[src/rtl/rgb_pwm_pkg.sv]
// Shared encodings for the RGB PWM fader: config mode values and breathe direction.
// Latency: n/a (constants and types only).
// Backpressure: n/a.
package rgb_pwm_pkg;

    localparam logic [1:0] MODE_STATIC  = 2'd0;
    localparam logic [1:0] MODE_FADE    = 2'd1;
    localparam logic [1:0] MODE_BREATHE = 2'd2;
    localparam logic [1:0] MODE_OFF     = 2'd3;

    typedef enum logic {
        BR_UP = 1'b0,
        BR_DN = 1'b1
    } breathe_dir_t;

endpackage

[src/rtl/rgb_pwm_channel.sv]
// One LED channel: mode/target registers, level FSM, duty shadow and PWM comparator.
// Latency: level/duty change on the period boundary edge; on lags pwm_cnt by 1 clk.
// Backpressure: none, a write strobe is always taken.
// Ports: wr/wr_level/wr_mode = decoded config write, boundary = last clk of a period,
//        fade_step = boundary on which fade/breathe may move, pwm_cnt = shared counter,
//        on = registered compare result, busy = level differs from target or breathing.
module rgb_pwm_channel
    import rgb_pwm_pkg::*;
#(
    parameter int PWM_BITS = 8
) (
    input  logic                clk,
    input  logic                rst_n,
    input  logic                wr,
    input  logic [PWM_BITS-1:0] wr_level,
    input  logic [1:0]          wr_mode,
    input  logic                boundary,
    input  logic                fade_step,
    input  logic [PWM_BITS-1:0] pwm_cnt,
    output logic                on,
    output logic                busy
);

    logic [1:0]          mode;
    logic [PWM_BITS-1:0] target;
    logic [PWM_BITS-1:0] level;
    logic [PWM_BITS-1:0] duty;
    breathe_dir_t        dir;

    logic [PWM_BITS-1:0] level_nxt;
    breathe_dir_t        dir_nxt;
    logic [PWM_BITS-1:0] lvl_up;
    logic [PWM_BITS-1:0] lvl_dn;
    logic                on_nxt;
    logic                busy_nxt;

    assign lvl_up = level + 1'b1;
    assign lvl_dn = level - 1'b1;

    // State register. A write restarts breathing from the current level going up;
    // the level itself is never reset by a write, so mode changes continue smoothly.
    always_ff @(posedge clk or negedge rst_n) begin
        if (!rst_n) begin
            mode   <= MODE_OFF;
            target <= '0;
            level  <= '0;
            duty   <= '0;
            dir    <= BR_UP;
            on     <= 1'b0;
            busy   <= 1'b0;
        end else begin
            if (wr) begin
                target <= wr_level;
                mode   <= wr_mode;
                dir    <= BR_UP;
            end else begin
                dir    <= dir_nxt;
            end
            level <= level_nxt;
            // Duty only moves on the boundary edge so every period is whole.
            if (boundary) begin
                duty <= level_nxt;
                busy <= busy_nxt;
            end
            on <= on_nxt;
        end
    end

    // Next-state logic, only active on the period boundary.
    always_comb begin
        level_nxt = level;
        dir_nxt   = dir;
        if (boundary) begin
            case (mode)
                MODE_OFF:    level_nxt = '0;
                MODE_STATIC: level_nxt = target;
                MODE_FADE: begin
                    if (fade_step) begin
                        if (level < target)      level_nxt = lvl_up;
                        else if (level > target) level_nxt = lvl_dn;
                    end
                end
                default: begin
                    if (fade_step) begin
                        if (dir == BR_UP) begin
                            if (level < target) begin
                                level_nxt = lvl_up;
                                if (lvl_up == target) dir_nxt = BR_DN;
                            end else if (level != '0) begin
                                // Target lowered below the level: ramp down first.
                                level_nxt = lvl_dn;
                                dir_nxt   = (lvl_dn == '0) ? BR_UP : BR_DN;
                            end
                        end else begin
                            if (level != '0) begin
                                level_nxt = lvl_dn;
                                if (lvl_dn == '0) dir_nxt = BR_UP;
                            end else begin
                                dir_nxt = BR_UP;
                            end
                        end
                    end
                end
            endcase
        end
    end

    // Output logic: all-ones duty is forced on so full brightness has no dark tick.
    always_comb begin
        on_nxt   = (duty == '1) | (pwm_cnt < duty);
        busy_nxt = (level_nxt != target) | (mode == MODE_BREATHE);
    end

endmodule

[src/rtl/rgb_pwm_fader.sv]
// Multi-channel LED PWM driver with static, fade, breathe and off modes per channel.
// Latency: config write takes effect at the next period; led_out lags pwm_cnt by 1 clk.
// Backpressure: none, every cfg_we cycle is accepted; the last write in a period wins.
// Ports: cfg_we/cfg_ch/cfg_level/cfg_mode = config write, led_out = PWM pins,
//        period_start = first clk of each PWM period, busy = per-channel activity.
module rgb_pwm_fader
    import rgb_pwm_pkg::*;
#(
    parameter int CHANNELS   = 3,
    parameter int PWM_BITS   = 8,
    parameter int PRESCALE   = 188,
    parameter int FADE_DIV   = 4,
    parameter int ACTIVE_LOW = 1,
    localparam int CH_W      = (CHANNELS > 1) ? $clog2(CHANNELS) : 1
) (
    input  logic                clk,
    input  logic                rst_n,
    input  logic                cfg_we,
    input  logic [CH_W-1:0]     cfg_ch,
    input  logic [PWM_BITS-1:0] cfg_level,
    input  logic [1:0]          cfg_mode,
    output logic [CHANNELS-1:0] led_out,
    output logic                period_start,
    output logic [CHANNELS-1:0] busy
);

    localparam int PS_W = (PRESCALE > 1) ? $clog2(PRESCALE) : 1;
    localparam int FD_W = (FADE_DIV > 1) ? $clog2(FADE_DIV) : 1;

    logic [PS_W-1:0]     prescaler;
    logic [PWM_BITS-1:0] pwm_cnt;
    logic [FD_W-1:0]     fade_cnt;
    logic                tick;
    logic                wrap;
    logic                fade_step;
    logic [CHANNELS-1:0] on;

    assign tick      = (prescaler == PS_W'(PRESCALE - 1));
    // wrap is the last clk of a period; channels update on this edge so the
    // new duty is already in place when pwm_cnt reads 0 and period_start is high.
    assign wrap      = tick & (pwm_cnt == '1);
    assign fade_step = wrap & (fade_cnt == FD_W'(FADE_DIV - 1));

    always_ff @(posedge clk or negedge rst_n) begin
        if (!rst_n) begin
            prescaler    <= '0;
            pwm_cnt      <= '0;
            fade_cnt     <= '0;
            period_start <= 1'b0;
        end else begin
            prescaler    <= tick ? '0 : prescaler + 1'b1;
            if (tick) pwm_cnt <= pwm_cnt + 1'b1;
            if (wrap) fade_cnt <= fade_step ? '0 : fade_cnt + 1'b1;
            period_start <= wrap;
        end
    end

    for (genvar i = 0; i < CHANNELS; i++) begin : g_ch
        rgb_pwm_channel #(
            .PWM_BITS (PWM_BITS)
        ) u_ch (
            .clk       (clk),
            .rst_n     (rst_n),
            .wr        (cfg_we & (cfg_ch == CH_W'(i))),
            .wr_level  (cfg_level),
            .wr_mode   (cfg_mode),
            .boundary  (wrap),
            .fade_step (fade_step),
            .pwm_cnt   (pwm_cnt),
            .on        (on[i]),
            .busy      (busy[i])
        );
    end

    // on[] is registered, so the polarity flip adds no glitch path to the pins.
    assign led_out = (ACTIVE_LOW != 0) ? ~on : on;

endmodule

[config.mk]
export PLATFORM = sky130hd
export DESIGN_NAME = rgb_pwm_fader
export DESIGN_NICKNAME = d
export VERILOG_FILES = /design/src/rtl/rgb_pwm_pkg.sv /design/src/rtl/rgb_pwm_channel.sv /design/src/rtl/rgb_pwm_fader.sv
export SDC_FILE = /design/constraint.sdc
export NUM_CORES = 1
export LEC_CHECK = 0
export BUFFER_PORTS_ARGS = -buffer_cell sky130_fd_sc_hd__buf_2
export CAP_MARGIN = 20
export CORE_MARGIN = 2
export CORE_UTILIZATION = 43
export CTS_CLUSTER_SIZE = 25
export DETAILED_ROUTE_END_ITERATION = 7
export GPL_TIMING_DRIVEN = 0
export RECOVER_POWER = 50
export SLEW_MARGIN = 15
export SYNTH_ARGS = -nofsm -noshare
export SYNTH_HDL_FRONTEND = slang
export SYNTH_SLANG_ARGS = --single-unit
[constraint.sdc]
create_clock -name clk -period 3.1 [get_ports clk]
set_input_delay 0.62 -clock clk [delete_from_list [all_inputs] [get_ports clk]]
set_output_delay 0.62 -clock clk [all_outputs]
set_load 0.005 [all_outputs]
==> results.json, run 1 <==
{
  "worst_slew_pin_slew_ps": 1750,
  "min_period_ps": 3360,
  "end_kind": "flop",
  "violations": "capacitance limit, slew limit, setup timing",
  "synth_top_area_share_pct": 27.3,
  "grt_max_degree": 76,
  "routed_wl_um": 35500,
  "drt_first_pass_iters": 8,
  "gp_congestion": 0.990,
  "drive_gt1_share_pct": 26.1,
  "synthCells": 1142,
  "grt_pass1_vias": 9067,
  "cp_slowest_cell": "dfrtp_2",
  "wl_per_cell_um": 23.0,
  "outcome": "complete, but fails checks",
  "final_nets": 1339,
  "crit_top_cell": "buf_4",
  "antenna_found_initial": 0,
  "stdcell_area_um2": 11600,
  "yosys_warnings": 0,
  "syn_area_um2": 9150,
  "setup_viol": 3,
  "finalClockSkew_ps": 11.4,
  "rsz0062_at_grt": "yes",
  "hold_violations": 0,
  "htreeDepth": 3,
  "port_buffers": 21,
  "die_w_um": 150,
  "initial_utilization_pct": 43.7,
  "drv_cap": 1,
  "finalMaxSlewViolations": 33,
  "synth_area_per_cell_um2": 8.01,
  "async_flop_share_pct": 100,
  "num_antenna_cells": 0,
  "core_um2": 21000,
  "dpl_cell_area_um2": 9680,
  "required_ps": 3310,
  "grt_pass1_wl_um": 53400,
  "areaGrowthSynthToFinish_pct": 26.5,
  "utilization_pct": 55.2,
  "ctsHoldBuffers": 0,
  "max_stage_delay_ps": 410,
  "leakage_nw": 5.01,
  "path_delay_family": "compound AO/OA/AOI/OAI gates",
  "worstHoldPathType": "reg2reg",
  "ys_types": 74,
  "drt_iter0_drc": 1134,
  "rows": 53,
  "cts_buffers": 9,
  "ir_drop_mv": 0.218,
  "tritoncts": "built",
  "power_density_nw_per_um2": 335,
  "synth_ff_type": "dfrtp_1",
  "nFillCells": 1953,
  "yosys-top-cells-area": "dfrtp_1, ha_1, nand2_1, o21ai_0, nor2_1",
  "synth_top_cell_by_area": "dfrtp_1",
  "synth-edff-count": 0,
  "dp_hpwl_um": 24400,
  "syn-num-nets": 1217,
  "drcViolationCount": 0,
  "cp.arrival_ps": 3580,
  "crit_path_start_kind": "flop",
  "postLayoutSetupSlackWorst_ps": -264,
  "dr_total_vias": 9863,
  "path_buf_inv": 5,
  "max_clock_freq_mhz": 297,
  "die_y_um": 150,
  "crit_fanout": 6,
  "die_area_um2": 22500,
  "clk_path_buf_depth": 2,
  "routed_via_density": 6.39,
  "io_pins": 22,
  "worst-setup-path-type": "reg2reg",
  "slew_headroom_pct": -16.4,
  "grt_usage_pct": 31.1,
  "crit_chain": "inv_4 > ha_4 > nor2b_4 > o211ai_1 > buf_4 > a21oi_4 > buf_8 > o211ai_1 > buf_4 > a211oi_4 > a311oi_2 > buf_4 > a221o_1 > a2111o_1 > a2111oi_2 > o22ai_1",
  "ys_seq_elements": 106,
  "place_ws_ps": -1150,
  "cts_sinks": 106,
  "grt_overflow": 0,
  "layout_worst_path_cycle_share_pct": 109,
  "clk_pin_slew_ps": 80,
  "postRouteAntennaNets": 0,
  "cts-root-buf": "clkbuf_16",
  "ys_seq_area_share_pct": 29.1,
  "insertion_delay_ps": 360
}
==> worst reg2reg max path, cell delays in order, from the launching register on <==
cell	delay, ps
dfrtp_2	410
inv_4	70
ha_4	260
nor2b_4	120
o211ai_1	130
buf_4	180
a21oi_4	150
buf_8	140
o211ai_1	90
buf_4	160
a211oi_4	260
a311oi_2	110
buf_4	170
a221o_1	280
a2111o_1	360
a2111oi_2	230
o22ai_1	110
==> layout by cell type (no fill, tap or decap), types with 36 or more instances in the layout <==
cell type	netlist	final
xnor2_1	40	39
nand3_1	41	40
clkbuf_1	58	40
buf_4	3	93
dfrtp_1	100	76
a21o_1	37	36
inv_1	63	53
nand2_1	104	100
a21oi_1	69	54
nor2_1	94	87
ha_1	60	47
o21ai_0	72	66
==> cell families after synthesis <==
| kind of cell | count (synthesis) | share of synthesized area, % |
|---|---|---|
| xor gates and xnor gates | 61 | 5.84 |
| buffers and inverters | 135 | 5.74 |
| muxes | 43 | 5.06 |
| and+or+nand+nor | 422 | 23.0 |
| adders and majority gates | 60 | 8.20 |
| DFF | 106 | 29.1 |
| AOI/OAI and AO/OA | 315 | 23.1 |
==> through the flow <==
| step | hold slack [ps] | total power [mW] | instances | TNS, ps |
|---|---|---|---|---|
| CTS | 142 | 3.76 | 1512 | -863 |
| global placement | 469 | 2.40 | 1438 | -31620 |
| floorplan | 324 | 2.11 | 1142 | -96.6 |
| detailed placement | 480 | 2.40 | 1440 | -30170 |
| global route | 509 | 4.03 | 1544 | -12370 |
| finish | 498 | 3.87 | 1544 | -650 |
==> power by group <==
part	switching [mW]	internal, mW	leakage (nW)	total (mW)
clock network	0.553	0.683	0.155	1.24
registers	0.102	1.47	1.36	1.57
logic	0.662	0.404	3.49	1.07
==> path summary, 6_finish.rpt <==
path	slack, ps	from	depth (start not counted)	to
worst max-delay path	-260	g_ch[1].u_ch.target[1]	16	g_ch[1].u_ch.busy
worst min-delay path	500	prescaler[6]	1	prescaler[6]
worst max register to register	-260	g_ch[1].u_ch.target[1]	16	g_ch[1].u_ch.busy
worst min register to register	500	prescaler[6]	1	prescaler[6]
max in group asynchronous	340	rst_n	2	g_ch[2].u_ch.target[7]
min in group asynchronous	710	rst_n	1	prescaler[2]
==> final cells by class <==
cell class / count / area (um^2) / area share [%]
Timing Repair Buffer: 121 / 890 / 7.69
Buffer: 61 / 337 / 2.91
Inverter: 64 / 248 / 2.14
Multi-Input combinational cell: 901 / 6750 / 58.3
Clock inverter: 5 / 66.3 / 0.573
Tap cell: 275 / 344 / 2.97
Sequential cell: 106 / 2690 / 23.2
Clock buffer: 11 / 253 / 2.18
==> registers in the layout (all words and copies together) (netlist names), 2 cells and up <==
signal	cells
fade_cnt	2
g_ch.u_ch.busy	3
g_ch.u_ch.dir	3
g_ch.u_ch.duty	24
g_ch.u_ch.level	24
g_ch.u_ch.mode	6
g_ch.u_ch.on	3
g_ch.u_ch.target	24
prescaler	8
pwm_cnt	8
==> metal layers <==
metal	up-vias	GRT usage, %	part of all wire [%]	routed length, um
met3	147	5.15	9.8	3460
met1	4678	42.3	41	14600
met5	-	0	0	0
li1	4409	-	-	-
met2	629	49.1	45	15900
met4	0	12.4	4.3	1530
==> synthesized netlist by cell type, drive strengths merged, types with 26 or more instances <==
master  number
nand3       41
nand4       30
mux2        26
a21o        37
nand2      104
clkbuf      58
o21ai       75
inv         63
nor2        94
ha          60
nor3        39
a21oi       69
dfrtp      100
xnor2       40
==> timing repair <==
item	in CTS	in global routing
setup endpoints to repair	55	20
setup buffers	60	38
hold endpoints to repair	0	0
pin swaps	34	44
gates resized for setup	126	102
gates cloned	0	1
(Power assumes the default switching activity.)
==> run 2: changes to the inputs <==
Settings changed: CTS_BUF_LIST set to sky130_fd_sc_hd__clkbuf_4, RECOVER_POWER 50 to unset.
==> results.json, run 2 (synthesis gave the netlist of run 1 again) <==
{
  "drcViolationCount": 0,
  "worst-setup-path-type": "reg2reg",
  "ir_drop_mv": 0.222,
  "routed_wl_um": 35100,
  "gp_congestion": 0.990,
  "rows": 53,
  "areaGrowthSynthToFinish_pct": 22.5,
  "stdcell_area_um2": 11200,
  "clk_path_buf_depth": 2,
  "dp_hpwl_um": 24400,
  "rsz0062_at_grt": "yes",
  "power_density_nw_per_um2": 300,
  "layout_worst_path_cycle_share_pct": 108,
  "routed_via_density": 6.36,
  "required_ps": 3500,
  "layout_commonest_cell": "nand2_1",
  "path_delay_family": "compound AO/OA/AOI/OAI gates",
  "htreeDepth": 3,
  "leakage_nw": 4.86,
  "outcome": "complete, but fails checks",
  "die_y_um": 150,
  "crit_chain": "ha_2 > nand4_1 > buf_6 > or4_4 > buf_12 > o41a_1 > o311a_1 > a211oi_4 > a211oi_2 > a221o_1 > a2111oi_2 > o22ai_1",
  "final_nets": 1321,
  "insertion_delay_ps": 500,
  "path_buf_inv": 2,
  "worst_slew_pin_slew_ps": 820,
  "setup_viol": 8,
  "dr_total_vias": 9713,
  "cts_buffers": 9,
  "postRouteAntennaNets": 0,
  "finalMaxSlewViolations": 0,
  "max_clock_freq_mhz": 299,
  "grt_usage_pct": 31.1,
  "nFillCells": 2001,
  "worstHoldPathType": "in2reg",
  "cp.arrival_ps": 3750,
  "drive_gt1_share_pct": 24.2,
  "tritoncts": "built",
  "io_pins": 22,
  "end_kind": "flop",
  "violations": "setup timing",
  "hold_violations": 0,
  "dpl.cell_count": 1440,
  "finalClockSkew_ps": 23.8,
  "core_um2": 21000,
  "wl_per_cell_um": 23.0,
  "postLayoutSetupSlackWorst_ps": -250,
  "dpl_cell_area_um2": 9680,
  "die_area_um2": 22500,
  "grt_pass1_wl_um": 53300,
  "final_cell_mix": "nand2_1, nor2_1, dfrtp_1",
  "cp_slowest_cell": "or4_4",
  "grt_pass1_vias": 9021,
  "top_regs": "g_ch.u_ch.duty x24, g_ch.u_ch.level x24, g_ch.u_ch.target x24",
  "cts-root-buf": "clkbuf_4",
  "initial_utilization_pct": 43.7,
  "crit_path_start_kind": "flop",
  "slew_headroom_pct": 44.8,
  "drt_first_pass_iters": 5,
  "max_stage_delay_ps": 550,
  "min_period_ps": 3350,
  "grt_overflow": 0,
  "whs_ps": 363,
  "drv_cap": 0,
  "antenna_found_initial": 1,
  "clk_pin_slew_ps": 180,
  "drt_iter0_drc": 1188,
  "port_buffers": 21,
  "grt_max_degree": 76,
  "stdcell_count": 1527,
  "die_w_um": 150,
  "crit_fanout": 6,
  "cts_sinks": 106
}
[run 2: final timing paths]
path | from | end | slack [ps] | cells past startpoint
worst max-delay path | prescaler[0] | g_ch[1].u_ch.busy | -250 | 12
worst min-delay path | cfg_mode[0] | g_ch[0].u_ch.mode[0] | 360 | 3
worst max register to register | prescaler[0] | g_ch[1].u_ch.busy | -250 | 12
worst min register to register | prescaler[6] | prescaler[6] | 510 | 1
max in group asynchronous | rst_n | g_ch[2].u_ch.mode[0] | 1830 | 3
min in group asynchronous | rst_n | prescaler[2] | 530 | 2
[run 2: repair_timing]
| action | CTS | global route |
|---|---|---|
| buffers inserted | 49 | 21 |
| pin swaps | 31 | 32 |
| endpoints found under the setup margin | 55 | 29 |
| resized for setup | 126 | 76 |
| gates cloned | 3 | 0 |
| hold buffers | 1 | 0 |
| endpoints found under the hold margin | 31 | 0 |
[run 2: worst min-delay path, stage by stage]
cell and delay [ps]:
buf_2 140, nand2_1 60, o21ai_0 70
[run 2: final cells by class]
type / instances / area [um^2] / area share [%]
Multi-Input combinational cell: 901 / 6650 / 59.3
Inverter: 64 / 243 / 2.16
Clock buffer: 9 / 67.6 / 0.603
Clock inverter: 7 / 73.8 / 0.658
Buffer: 67 / 409 / 3.65
Sequential cell: 106 / 2690 / 24.0
Antenna cell: 1 / 2.50 / 0.0223
Timing Repair Buffer: 97 / 738 / 6.58
Tap cell: 275 / 344 / 3.07
[run 2: stage by stage]
stage               setup slack [ps]  total power [mW]  TNS [ps]  utilization, %
global placement               -1290              2.40    -31620            46.0
finish                          -250              3.36      -853            53.5
global route                    -397              3.51     -1920            53.5
CTS                             -220              3.26      -657            51.3
floorplan                      -56.3              2.11     -96.6               -
detailed placement             -1150              2.40    -30170            46.2
[run 2: per-layer routing]
metal / track usage [%] / share of wire, % / routed length [um]
met5: 0 / 0 / 0
met4: 12.5 / 4.5 / 1570
met3: 5.64 / 9.2 / 3230
met2: 49.1 / 44 / 15600
met1: 42.2 / 42 / 14800
[run 2: report_power, final]
part	total, mW	internal, mW	switching, mW
sequential	1.57	1.47	0.0983
combinational	1.03	0.385	0.647
clock	0.759	0.252	0.507
